File: config.mk
export PLATFORM = sky130hd
export DESIGN_NAME = seven_seg_arbiter
export DESIGN_NICKNAME = d
export VERILOG_FILES = /design/src/rtl/seven_seg_arbiter.sv
export SDC_FILE = /design/constraint.sdc
export NUM_CORES = 1
export LEC_CHECK = 0
export ABC_AREA = 1
export CAP_MARGIN = 5
export CORE_MARGIN = 3
export CORE_UTILIZATION = 42
export CTS_CLUSTER_SIZE = 40
export DETAILED_ROUTE_END_ITERATION = 12
export PLACE_DENSITY = 0.73
export SETUP_SLACK_MARGIN = 0.02
export SYNTH_ARGS = -nofsm -noshare
export SYNTH_HDL_FRONTEND = slang
export SYNTH_SLANG_ARGS = --single-unit
File: constraint.sdc
create_clock -name clk -period 2.1 [get_ports clk]
set_input_delay 0.21 -clock clk [delete_from_list [all_inputs] [get_ports clk]]
set_output_delay 0.21 -clock clk [all_outputs]
set_load 0.1 [all_outputs]
File: src/rtl/seven_seg_arbiter.sv
// Round-robin owner selection for the shared four-digit seven-segment display.
// Each owner keeps the display for at least DWELL_CYCLES clocks before it rotates.
module seven_seg_arbiter #(
  parameter int NUM_REQ      = 4,
  parameter int DWELL_CYCLES = 50_000_000,
  localparam int CNT_W       = $clog2(DWELL_CYCLES),
  localparam int IDX_W       = $clog2(NUM_REQ)
) (
  input  logic                 clk,
  input  logic                 reset,
  input  logic [NUM_REQ-1:0]   req,
  input  logic [16*NUM_REQ-1:0] req_data,
  output logic [NUM_REQ-1:0]   grant,
  output logic [15:0]          dataOut,
  output logic [3:0]           digitDisplay,
  output logic [3:0]           digitPoint,
  output logic                 busy
);

  typedef enum logic {IDLE = 1'b0, HOLD = 1'b1} state_t;

  state_t             state_reg, state_next;
  logic [IDX_W-1:0]   ptr_reg, ptr_next;
  logic [IDX_W-1:0]   owner_reg, owner_next;
  logic [CNT_W-1:0]   cnt_reg, cnt_next;
  logic [NUM_REQ-1:0] grant_reg, grant_next;
  logic [15:0]        data_reg, data_next;
  logic [3:0]         disp_reg, disp_next;
  logic [3:0]         point_reg, point_next;
  logic               busy_reg, busy_next;

  logic [15:0]        req_word [NUM_REQ];
  logic [NUM_REQ-1:0] sel_onehot;
  logic [IDX_W-1:0]   sel_idx;
  logic               found;
  logic               expired;
  logic               others_pending;
  logic               do_load;
  int                 cand;

  genvar gi;
  generate
    for (gi = 0; gi < NUM_REQ; gi++) begin : g_req
      assign req_word[gi]   = req_data[16*gi +: 16];
      assign sel_onehot[gi] = (sel_idx == IDX_W'(gi));
    end
  endgenerate

  // First pending requester at or after ptr, wrapping modulo NUM_REQ.
  always_comb begin
    found   = 1'b0;
    sel_idx = '0;
    cand    = 0;
    for (int k = 0; k < NUM_REQ; k++) begin
      cand = (int'(ptr_reg) + k) % NUM_REQ;
      if (!found && req[IDX_W'(cand)]) begin
        found   = 1'b1;
        sel_idx = IDX_W'(cand);
      end
    end
  end

  assign expired        = (cnt_reg == CNT_W'(DWELL_CYCLES - 1));
  // ptr always sits just past the owner, so the owner is searched last.
  assign others_pending = |(req & ~grant_reg);

  always_comb begin
    state_next = state_reg;
    ptr_next   = ptr_reg;
    owner_next = owner_reg;
    cnt_next   = cnt_reg;
    grant_next = grant_reg;
    data_next  = data_reg;
    disp_next  = disp_reg;
    point_next = point_reg;
    busy_next  = busy_reg;
    do_load    = 1'b0;

    case (state_reg)
      IDLE: begin
        if (found) do_load = 1'b1;
      end
      HOLD: begin
        if (!expired) begin
          cnt_next = cnt_reg + CNT_W'(1);
          if (req[owner_reg]) data_next = req_word[owner_reg];
        end else if (others_pending) begin
          do_load = 1'b1;
        end else if (req[owner_reg]) begin
          data_next = req_word[owner_reg];
        end else begin
          state_next = IDLE;
          grant_next = '0;
          data_next  = 16'h0000;
          disp_next  = 4'b0000;
          point_next = 4'b0000;
          busy_next  = 1'b0;
        end
      end
      default: state_next = IDLE;
    endcase

    if (do_load) begin
      state_next = HOLD;
      owner_next = sel_idx;
      ptr_next   = (sel_idx == IDX_W'(NUM_REQ - 1)) ? '0 : sel_idx + IDX_W'(1);
      cnt_next   = '0;
      grant_next = sel_onehot;
      data_next  = req_word[sel_idx];
      disp_next  = 4'b1111;
      point_next = 4'(sel_onehot);
      busy_next  = 1'b1;
    end
  end

  always_ff @(posedge clk or posedge reset) begin
    if (reset) begin
      state_reg <= IDLE;
      ptr_reg   <= '0;
      owner_reg <= '0;
      cnt_reg   <= '0;
      grant_reg <= '0;
      data_reg  <= 16'h0000;
      disp_reg  <= 4'b0000;
      point_reg <= 4'b0000;
      busy_reg  <= 1'b0;
    end else begin
      state_reg <= state_next;
      ptr_reg   <= ptr_next;
      owner_reg <= owner_next;
      cnt_reg   <= cnt_next;
      grant_reg <= grant_next;
      data_reg  <= data_next;
      disp_reg  <= disp_next;
      point_reg <= point_next;
      busy_reg  <= busy_next;
    end
  end

  assign grant        = grant_reg;
  assign dataOut      = data_reg;
  assign digitDisplay = disp_reg;
  assign digitPoint   = point_reg;
  assign busy         = busy_reg;

endmodule

## After elaboration in Yosys (flattened, before gate mapping)

Index checks and enable logic that the tools add are counted.

| word-level totals | value |
|---|---|
| word-level logic and storage cells | 105 |
| register bits after elaboration | 56 |

| operators by class | value |
|---|---|
| add/subtract/negate cells | 5 |
| equal/unequal tests | 8 |
| magnitude comparators | 7 |
| muxes and demuxes | 58 |
| bitwise gates (word level) | 5 |
| reduce and logical (&&, ||, !) cells | 14 |

Operator list:

| operator | count |
|---|---|
| 16-bit 2-to-1 mux | 10 |
| 26-bit 2-to-1 mux | 3 |
| 16-bit binary-select mux with 2-bit select | 2 |
| 26-bit by 1-bit adder with 26-bit output, second input constant | 1 |
| 26-bit equality test, second input constant | 1 |
| 1-bit 2-to-1 mux | 26 |
| 4-bit 2-to-1 mux | 6 |
| 2-bit by 4-bit less-than comparator with 1-bit output, second input constant | 4 |
| 1-bit binary-select mux with 2-bit select | 5 |
| 2-bit 2-to-1 mux | 5 |
| 3-bit greater-or-equal comparator, second input constant | 2 |
| 2-bit inverter with 3-bit output | 2 |
| 2-bit by 1-bit adder with 2-bit output, second input constant | 2 |
| 2-bit adder, second input constant | 2 |
| 4-bit AND | 1 |
| 2-bit equality test, second input constant | 2 |
| 2-bit by 1-bit inequality test with 1-bit output, second input constant | 2 |
| 4-bit inverter | 1 |
| 4-bit AND reduction | 1 |
| 2-bit nonzero test | 2 |
| 4-bit OR reduction | 1 |
| 1-bit logical AND | 3 |
| 1-bit logical NOT | 3 |
| 2-bit by 3-bit less-than comparator with 1-bit output, second input constant | 1 |
| other kinds (9) | 9 |

## Longest topological paths before layout

Gate-level depths: netlist of run 1.

| logic depth | value |
|---|---|
| word-level depth | 18 |
| mapped depth | 17 |
| depth with buffers taken out | 15 |

## Worst setup path after synthesis of run 1

No wires, ideal clock.

| timing | value |
|---|---|
| path kind | reg-to-reg |
| start | register, netlist name digitPoint[2] |
| end | register cnt_reg[7] |
| setup slack | -16 ps |
| arrival | 1992 ps |
| period minus slack after synthesis | 2116 ps |
| setup time | 124 ps |
| cell stages (with the launch flop) | 11 |
| path through | dfrtp_1 inv_1 nand2_1 nand4_1 nand3_2 nand2_2 o21ai_4 inv_2 buf_2 nand4_1 o21ai_1 |

RTL lines:

| what | line | RTL |
|---|---|---|
| end signal: assignment | 131 | `cnt_reg <= cnt_next;` |
| end: declaration | 25 | `logic [CNT_W-1:0] cnt_reg, cnt_next;` |

## Worst setup path in the final report of run 1

| timing | value |
|---|---|
| start | register ptr_reg[0] |
| end | register data_reg[9] (netlist: dataOut[9]) |

| on the way | value |
|---|---|
| word-level cells in the longest chain between the ends | 18 |
| elaborated cells between the ends (all ways) | 40 |
| those cells by class | 3 x add/sub; 1 x eq/ne; 26 x mux; 1 x bitwise; 9 x reduce/logical |

Ends and longest elaborated chain:

| what | line | RTL |
|---|---|---|
| start: declaration | 23 | `logic [IDX_W-1:0] ptr_reg, ptr_next;` |
| start signal: assignment | 129 | `ptr_reg <= ptr_next;` |
| branches (longest 18 deep; another with 2-bit by 1-bit adder with 2-bit output) | -- |  |
| end signal: assignment | 133 | `data_reg <= data_next;` |
| end: declaration | 27 | `logic [15:0] data_reg, data_next;` |

Parallel ways; which one is timed is not known. The select of a mux whose other input is x is not followed.
A chain may end at the register's enable or synchronous reset.

==> results.md, run 1 <==
* Pwr/cell area at 369 nW/µm²
* Total Nets Final at approximately 940
* Max reg flops at 26
* Max-Slew Margin vs Limit at between 70% and 80%
* DRT iter0 DRCs at between 400 and 500
* Max incr delay on CP at roughly 0.5 ns
* Final worst path period share at 103%
* Static Leak at just over 3 nW
* CTS tree: done
* GRT Resource Usage Total at a little under a quarter
* Post-synth top area share at 28.1%
* Largest area contributor in the netlist: dfrtp_1
* CTS Buffer Depth at 2
* CP max FO at 8
* RSZ-0062 raised after global routing: yes
* Post-DRT Antenna Nets at 0
* Crit path max-delay family: simple AND/OR/NAND/NOR gates
* DRT met1 WL at approximately 6.5 mm
* FF-to-FF path depth at 15
* CTS clk-pin slew, worst paths at about 0.1 ns
* Maximum vdd drop at 0.298 mV
* Leading post-synthesis cells by cell area: dfrtp_1 28%, nand2_1 17%, nand3_1 7.3%
* Clock skew at a little under 0.008 ns
* DR WL/cell at between 15 and 20 µm
* Failing checks: setup timing
* Hold WS at 0.259 ns
* CP Depth at 15
* Setup violations, final at 7
* Vias per cell at ~5.6
* Initial antenna violation count at 0
* Worst Setup Start Kind: flip-flop
* Cells after Synth at approximately 730
* Area Growth Syn to Fin at 40.4%
* CP Data Required Time at approximately 2.3 ns
* Synth warnings at 0
* Fin cells at roughly 1000
* GRT overflow at 0
* FF/Latch Area at around 1300 µm²
* Clock share of power at between 20% and 30%
* DRC Markers at 0
* Net Switching at ~0.86 mW
* Sequential area share after synthesis at around 28%
* CP max-delay cell: dfrtp_2
* IO Pins at 99
* Largest net degree at the start of global routing at 53
* Detailed-route wire length at 16.0 mm
* FMAX at about 460 MHz
* Number of library cell types mapped by synthesis at 39
* Status: finished, violations left
* P_int at about 1.5 mW
* Starting Density at approximately 44%
* Critical path, cell by cell: buf_6 -> nand2_2 -> nand2_2 -> nand2_2 -> nand2_2 -> nor2_4 -> nand4_1 -> nand2_4 -> buf_6 -> nor2_4 -> buf_12 -> nand2_1 -> nand3_2 -> nand2_1 -> inv_1
* WP buf/inv at 4
* WP data arrival at between 2 and 2.5 ns
* Vias at roughly 5500
* Setup TNS at -0.222 ns
* DP Wirelength at 11.1 mm
* TritonCTS Sinks at 52
* CP Capture Type: flip-flop
* Worst min-delay path class: in -> async
* Sequential power share at a little over two fifths
* Synth Register Bits at 52
* Layout Utilization at between 60% and 70%
* WL met2 at 7.75 mm
* Core area at between 10000 and 15000 µm²
* Most used cell, CP: nand2_2
* Filler Cell Count at approximately 950
* Vias in the first global route at between 5000 and 6000
* Die W at between 100 and 150 µm
* CTS Buf Count at 5
* Met3 wire len at approximately 1.4 mm
* Kind of critical path: reg -> reg
* Drt pass-1 iters at 6
* Die Y at ~110 µm
* Switching Share at approximately 36%
* Share of cells above drive strength 1 at 23.4%
* Global-route wire length before repair at 25.0 mm
* H-Tree Depth at 2
* Placed Cells at between 900 and 1000
* Worst skew pair latency at between 0.3 and 0.4 ns
* Row cnt at 37
* Synth Cell Area at approximately 4600 µm²
* # diodes at 0
* Final Hold Fails at 0
* Worst-margin pin slew at 0.435 ns
* Number of max-slew violations in the final report at 0
* Worst slack, placed at -0.181 ns
* Uppermost layer routed: met4
* Syn Area/Cell at roughly 6.3 µm²
* Fin crit period at approximately 2.2 ns
* Multi-input gate area at 3000 µm²
* Port buffer count at 98
* Max-Cap Viols at 0
* Setup ws final at -0.0663 ns
* Synthesized net count at a little over 800
* Routability Congestion at around 0.9
* Die ar. at about 12000 µm²
* CTS root buffer: clkbuf_8
* Comb pwr share at a little under a third
worst register-to-register path, delay by kind of cell, from the launching register on:
family / cells / cell delay, ns
simple gates: 11 / 1.15
flops: 1 / 0.50
buf+inv: 4 / 0.42
layout by cell type, fill, tap and decap left out, drive strengths merged, types with 11 or more instances in the layout:
cell type | Yosys | routed
nand2 | 217 | 217
inv | 95 | 96
buf | 27 | 89
nand3 | 70 | 70
o21ai | 70 | 70
clkdlybuf4s50 | 0 | 69
dfrtp | 52 | 52
nor2 | 50 | 50
nand4 | 43 | 43
a21oi | 34 | 34
nor3 | 12 | 12
xor2 | 11 | 11
through the flow:
step                instance area, µm²  power [mW]
global placement                  5860        1.78
CTS                               5990        2.38
detailed placement                5860        1.79
finish                            6490        2.40
floorplan                         4630        1.49
global route                      6490        2.51
kinds of logic (layout without fill, tap and decap cells):
logic type / count (synthesis) / count (layout) / synth area share [%]
buf+inv: 139 / 267 / 13.1
xor+xnor: 11 / 11 / 2.08
simple gates: 400 / 400 / 39.7
fa+ha+maj: 5 / 5 / 1.35
compound gates: 127 / 127 / 15.6
flops: 52 / 52 / 28.1
cell usage after synthesis, drive strengths merged:
cell type	instances
clkbuf	16
o31ai	8
o21ai	70
o21a	1
nand2	217
dfrtp	52
nor2	50
inv	95
a31oi	5
o22ai	4
nand4	43
xor2	11
o22a	5
nor4	5
clkinv	1
a21oi	34
nor3b	1
nand3	70
nor3	12
buf	27
ha	5
or2	2
path summary, 6_finish.rpt:
kind,start,end,slack [ns]
hold reg to reg,dataOut[11]$_DFFE_PP0P_,dataOut[11]$_DFFE_PP0P_,0.49
hold / removal,reset,dataOut[6]$_DFFE_PP0P_,0.26
min in group clk,dataOut[11]$_DFFE_PP0P_,dataOut[11]$_DFFE_PP0P_,0.49
max in group asynchronous,reset,digitPoint[1]$_DFFE_PP0P_,1.57
setup / recovery,ptr_reg[0]$_DFFE_PP0P_,dataOut[9]$_DFFE_PP0P_,-0.07
setup reg to reg,ptr_reg[0]$_DFFE_PP0P_,dataOut[9]$_DFFE_PP0P_,-0.07
cell type report:
type | instances | share of cell area, %
multi-input cells | 543 | 46.2
clock buffers | 6 | 1.12
well taps | 136 | 2.62
inverters | 96 | 5.82
clock inverters | 2 | 0.193
flip-flops and latches | 52 | 20.2
repair inverters | 3 | 0.270
repair buffers | 160 | 23.7
routing by layer:
metal / vias to the layer above / track usage, %
li1: 2669 / -
met4: 0 / 7.64
met3: 38 / 3.28
met5: - / 0
met1: 2522 / 32.0
met2: 317 / 40.1
power by group through the flow:
stage | logic, mW | registers, mW | clock network, mW
after floorplan | 0.226 | 1.26 | 0
after global placement | 0.713 | 1.07 | 0
after detailed placement | 0.723 | 1.07 | 0
after CTS | 0.728 | 1.05 | 0.609
after global routing | 0.802 | 1.05 | 0.653
final | 0.748 | 1.05 | 0.602
what timing repair did:
action | 4_1_cts | 5_1_grt
resized for setup | 11 | 85
pin swaps | 7 | 28
gates cloned | 0 | 6
hold buffers | 0 | 0
endpoints found under the setup margin | 33 | 48
buffers inserted | 2 | 11
Note: power is estimated with default switching activity, not from simulation.
==> inputs of run 2 (changes only) <==
Settings changed: CAP_MARGIN 5 to default.
==> results of run 2 <==
Final layout, timing and power as in run 1 (identical DEF).
==> inputs of run 3 (changes only) <==
Settings changed: MAX_ROUTING_LAYER from default to met4, PLACE_DENSITY 0.73 to 0.71.
==> run 3 against run 2 <==
The flow still finishes with violations (setup timing). Non-clock buffer count grew 2. Hold slack lost 0.17 ns. First-iteration DRC count shrank 1.2%. Largest cell class unchanged. Highest routed layer unchanged.
==> results.md, run 3 (synthesis gave the netlist of run 1 again) <==
* Worst min-delay path class: in -> async
* Final worst path period share at 103% (+0.12 points)
* IO Pins at 99 (unchanged)
* CP Capture Type: flip-flop
* WP data arrival at 2.38 ns (about the same)
* Fin crit period at 2.17 ns (+0.00254 ns)
* Commonest non-fill, non-tap cell in the layout: nand2_1
* Worst Setup Start Kind: flip-flop
* Static Leak at 3.01 nW (-2.6%)
* Total Nets Final at 937 (+0.11%)
* CTS tree: done
* Commonest cells after routing, fill and taps aside: 190 x nand2_1, 80 x inv_1, 71 x buf_4
* Initial antenna violation count at 0 (unchanged)
* Max-Slew Margin vs Limit at 68.0% (-2.8 points)
* Share of cells above drive strength 1 at 23.1% (-0.37 points)
* Setup ws final at -0.0688 ns (-0.00254 ns)
* Pwr/cell area at 377 nW/µm² (+1.9%)
* Detailed-route wire length at 16.7 mm (+4.6%)
* RSZ-0062 raised after global routing: yes
* Kind of critical path: reg -> reg
* Starting Density at 44.0% (unchanged)
* DRT iter0 DRCs at 484 (-1.2%)
* Die ar. at 12300 µm² (unchanged)
* CTS Buf Count at 5 (unchanged)
* Max reg flops at 26 (unchanged)
* Clock skew at 0.0155 ns (+0.00767 ns)
* DRC Markers at 0 (unchanged)
* Area Growth Syn to Fin at 41.4%
* Port buffer count at 98 (unchanged)
* Die Y at 111 µm (unchanged)
* DR WL/cell at 16.7 µm (+4.5%)
* Setup violations, final at 19 (+12)
* Vias at 5618 (+1.3%)
* Row cnt at 37 (unchanged)
* Post-DRT Antenna Nets at 0 (unchanged)
* Maximum vdd drop at 0.307 mV (+3.0%)
* Final Hold Fails at 0 (unchanged)
* TritonCTS Sinks at 52 (unchanged)
* Hold WS at 0.0924 ns (-0.166 ns)
* Global-route wire length before repair at 25.9 mm (+3.6%)
* Max-Cap Viols at 0 (unchanged)
* FMAX at 461 MHz (-0.12%)
* # diodes at 0 (unchanged)
* GRT overflow at 0 (unchanged)
* Vias per cell at 5.62 (+1.2%)
* Routability Congestion at 0.948 (+3.1%)
* CP max FO at 6 (-2)
* Core area at 10500 µm² (unchanged)
* Worst skew pair latency at 0.32 ns (about the same)
* CTS root buffer: clkbuf_8
* CP Data Required Time at 2.31 ns (about the same)
* CTS Buffer Depth at 2 (unchanged)
* H-Tree Depth at 2 (unchanged)
* Status: finished, violations left
* CTS clk-pin slew, worst paths at 0.11 ns (about the same)
* Die W at 111 µm (unchanged)
* GRT Resource Usage Total at 25.6% (+1.7 points)
* Number of max-slew violations in the final report at 0 (unchanged)
* Largest net degree at the start of global routing at 47 (-11%)
* Layout Utilization at 62.2% (+0.43 points)
* Failing checks: setup timing
* Worst-margin pin slew at 0.476 ns (+0.0406 ns)
* DP Wirelength at 11.5 mm (+4.0%)
* Drt pass-1 iters at 5 (-1)
* Vias in the first global route at 5544 (+6.5%)
==> run 3: where the power goes <==
| part | leakage (nW) | internal (mW) | total [mW] | switching (mW) |
|---|---|---|---|---|
| clock network | 0.0455 | 0.271 | 0.634 | 0.363 |
| logic | 2.33 | 0.299 | 0.781 | 0.482 |
| registers | 0.640 | 1.03 | 1.05 | 0.0197 |
| total | 3.01 | 1.60 | 2.46 | 0.865 |
==> run 3: layout make-up <==
class	count	area (µm²)
Multi-Input combinational cell	543	2990
Sequential cell	52	1310
Timing Repair inverter	2	15.0
Inverter	96	378
Tap cell	136	170
Fill cell	935	3970
Clock buffer	8	90.1
Timing Repair Buffer	162	1590
==> run 3: final timing paths <==
| kind | startpoint | to | slack (ns) | cells past startpoint |
|---|---|---|---|---|
| worst max-delay path | ptr_reg[0]$_DFFE_PP0P_ | dataOut[0]$_DFFE_PP0P_ | -0.07 | 14 |
| worst min-delay path | reset | dataOut[11]$_DFFE_PP0P_ | 0.09 | 2 |
| worst max register to register | ptr_reg[0]$_DFFE_PP0P_ | dataOut[0]$_DFFE_PP0P_ | -0.07 | 14 |
| worst min register to register | dataOut[11]$_DFFE_PP0P_ | dataOut[11]$_DFFE_PP0P_ | 0.50 | 2 |
| max in group asynchronous | reset | digitPoint[1]$_DFFE_PP0P_ | 1.48 | 3 |
| min in group clk | dataOut[11]$_DFFE_PP0P_ | dataOut[11]$_DFFE_PP0P_ | 0.50 | 2 |
==> run 3: what timing repair did <==
action / 4_1_cts / 5_1_grt
setup buffers: 2 / 7
resized for setup: 5 / 85
endpoints found under the setup margin: 46 / 50
endpoints found under the hold margin: 0 / 0
pin swaps: 0 / 20
cloned: 0 / 6
hold buffers: 0 / 0
==> run 3: through the flow <==
step | power (mW) | cells | worst slack (ns) | instance area, µm² | TNS [ns]
final | 2.46 | 999 | -0.0688 | 6540 | -0.506
after global routing | 2.57 | 999 | -0.190 | 6540 | -5.02
after CTS | 2.42 | 986 | 0.00269 | 6050 | 0
after detailed placement | 1.79 | 976 | -0.172 | 5920 | -4.52
after global placement | 1.78 | 976 | -0.145 | 5920 | -3.19
after floorplan | 1.49 | 734 | 0.0810 | 4630 | 0
==> run 3: routing by layer <==
metal | vias to the layer above | share of wire, % | wire length [µm] | global-route usage, %
met2 | 276 | 50 | 8380 | 43.5
met1 | 2624 | 41 | 6810 | 30.6
met3 | 49 | 6.1 | 1010 | 3.77
li1 | 2669 | - | - | -
met4 | 0 | 3.1 | 513 | 10.3
met5 | - | 0 | 0 | -
==> run 3: worst max-delay path: stages, from the launching register on <==
cell     delay (ns)
dfrtp_2        0.47
buf_12         0.15
nand2_2        0.07
nand2_4        0.07
buf_4          0.14
nand2_1        0.07
o21ai_0        0.13
nand3_1        0.13
nand3_2        0.12
buf_4          0.16
a21oi_2        0.18
buf_6          0.15
nand2_1        0.06
nand3_1        0.09
nand2_1        0.05
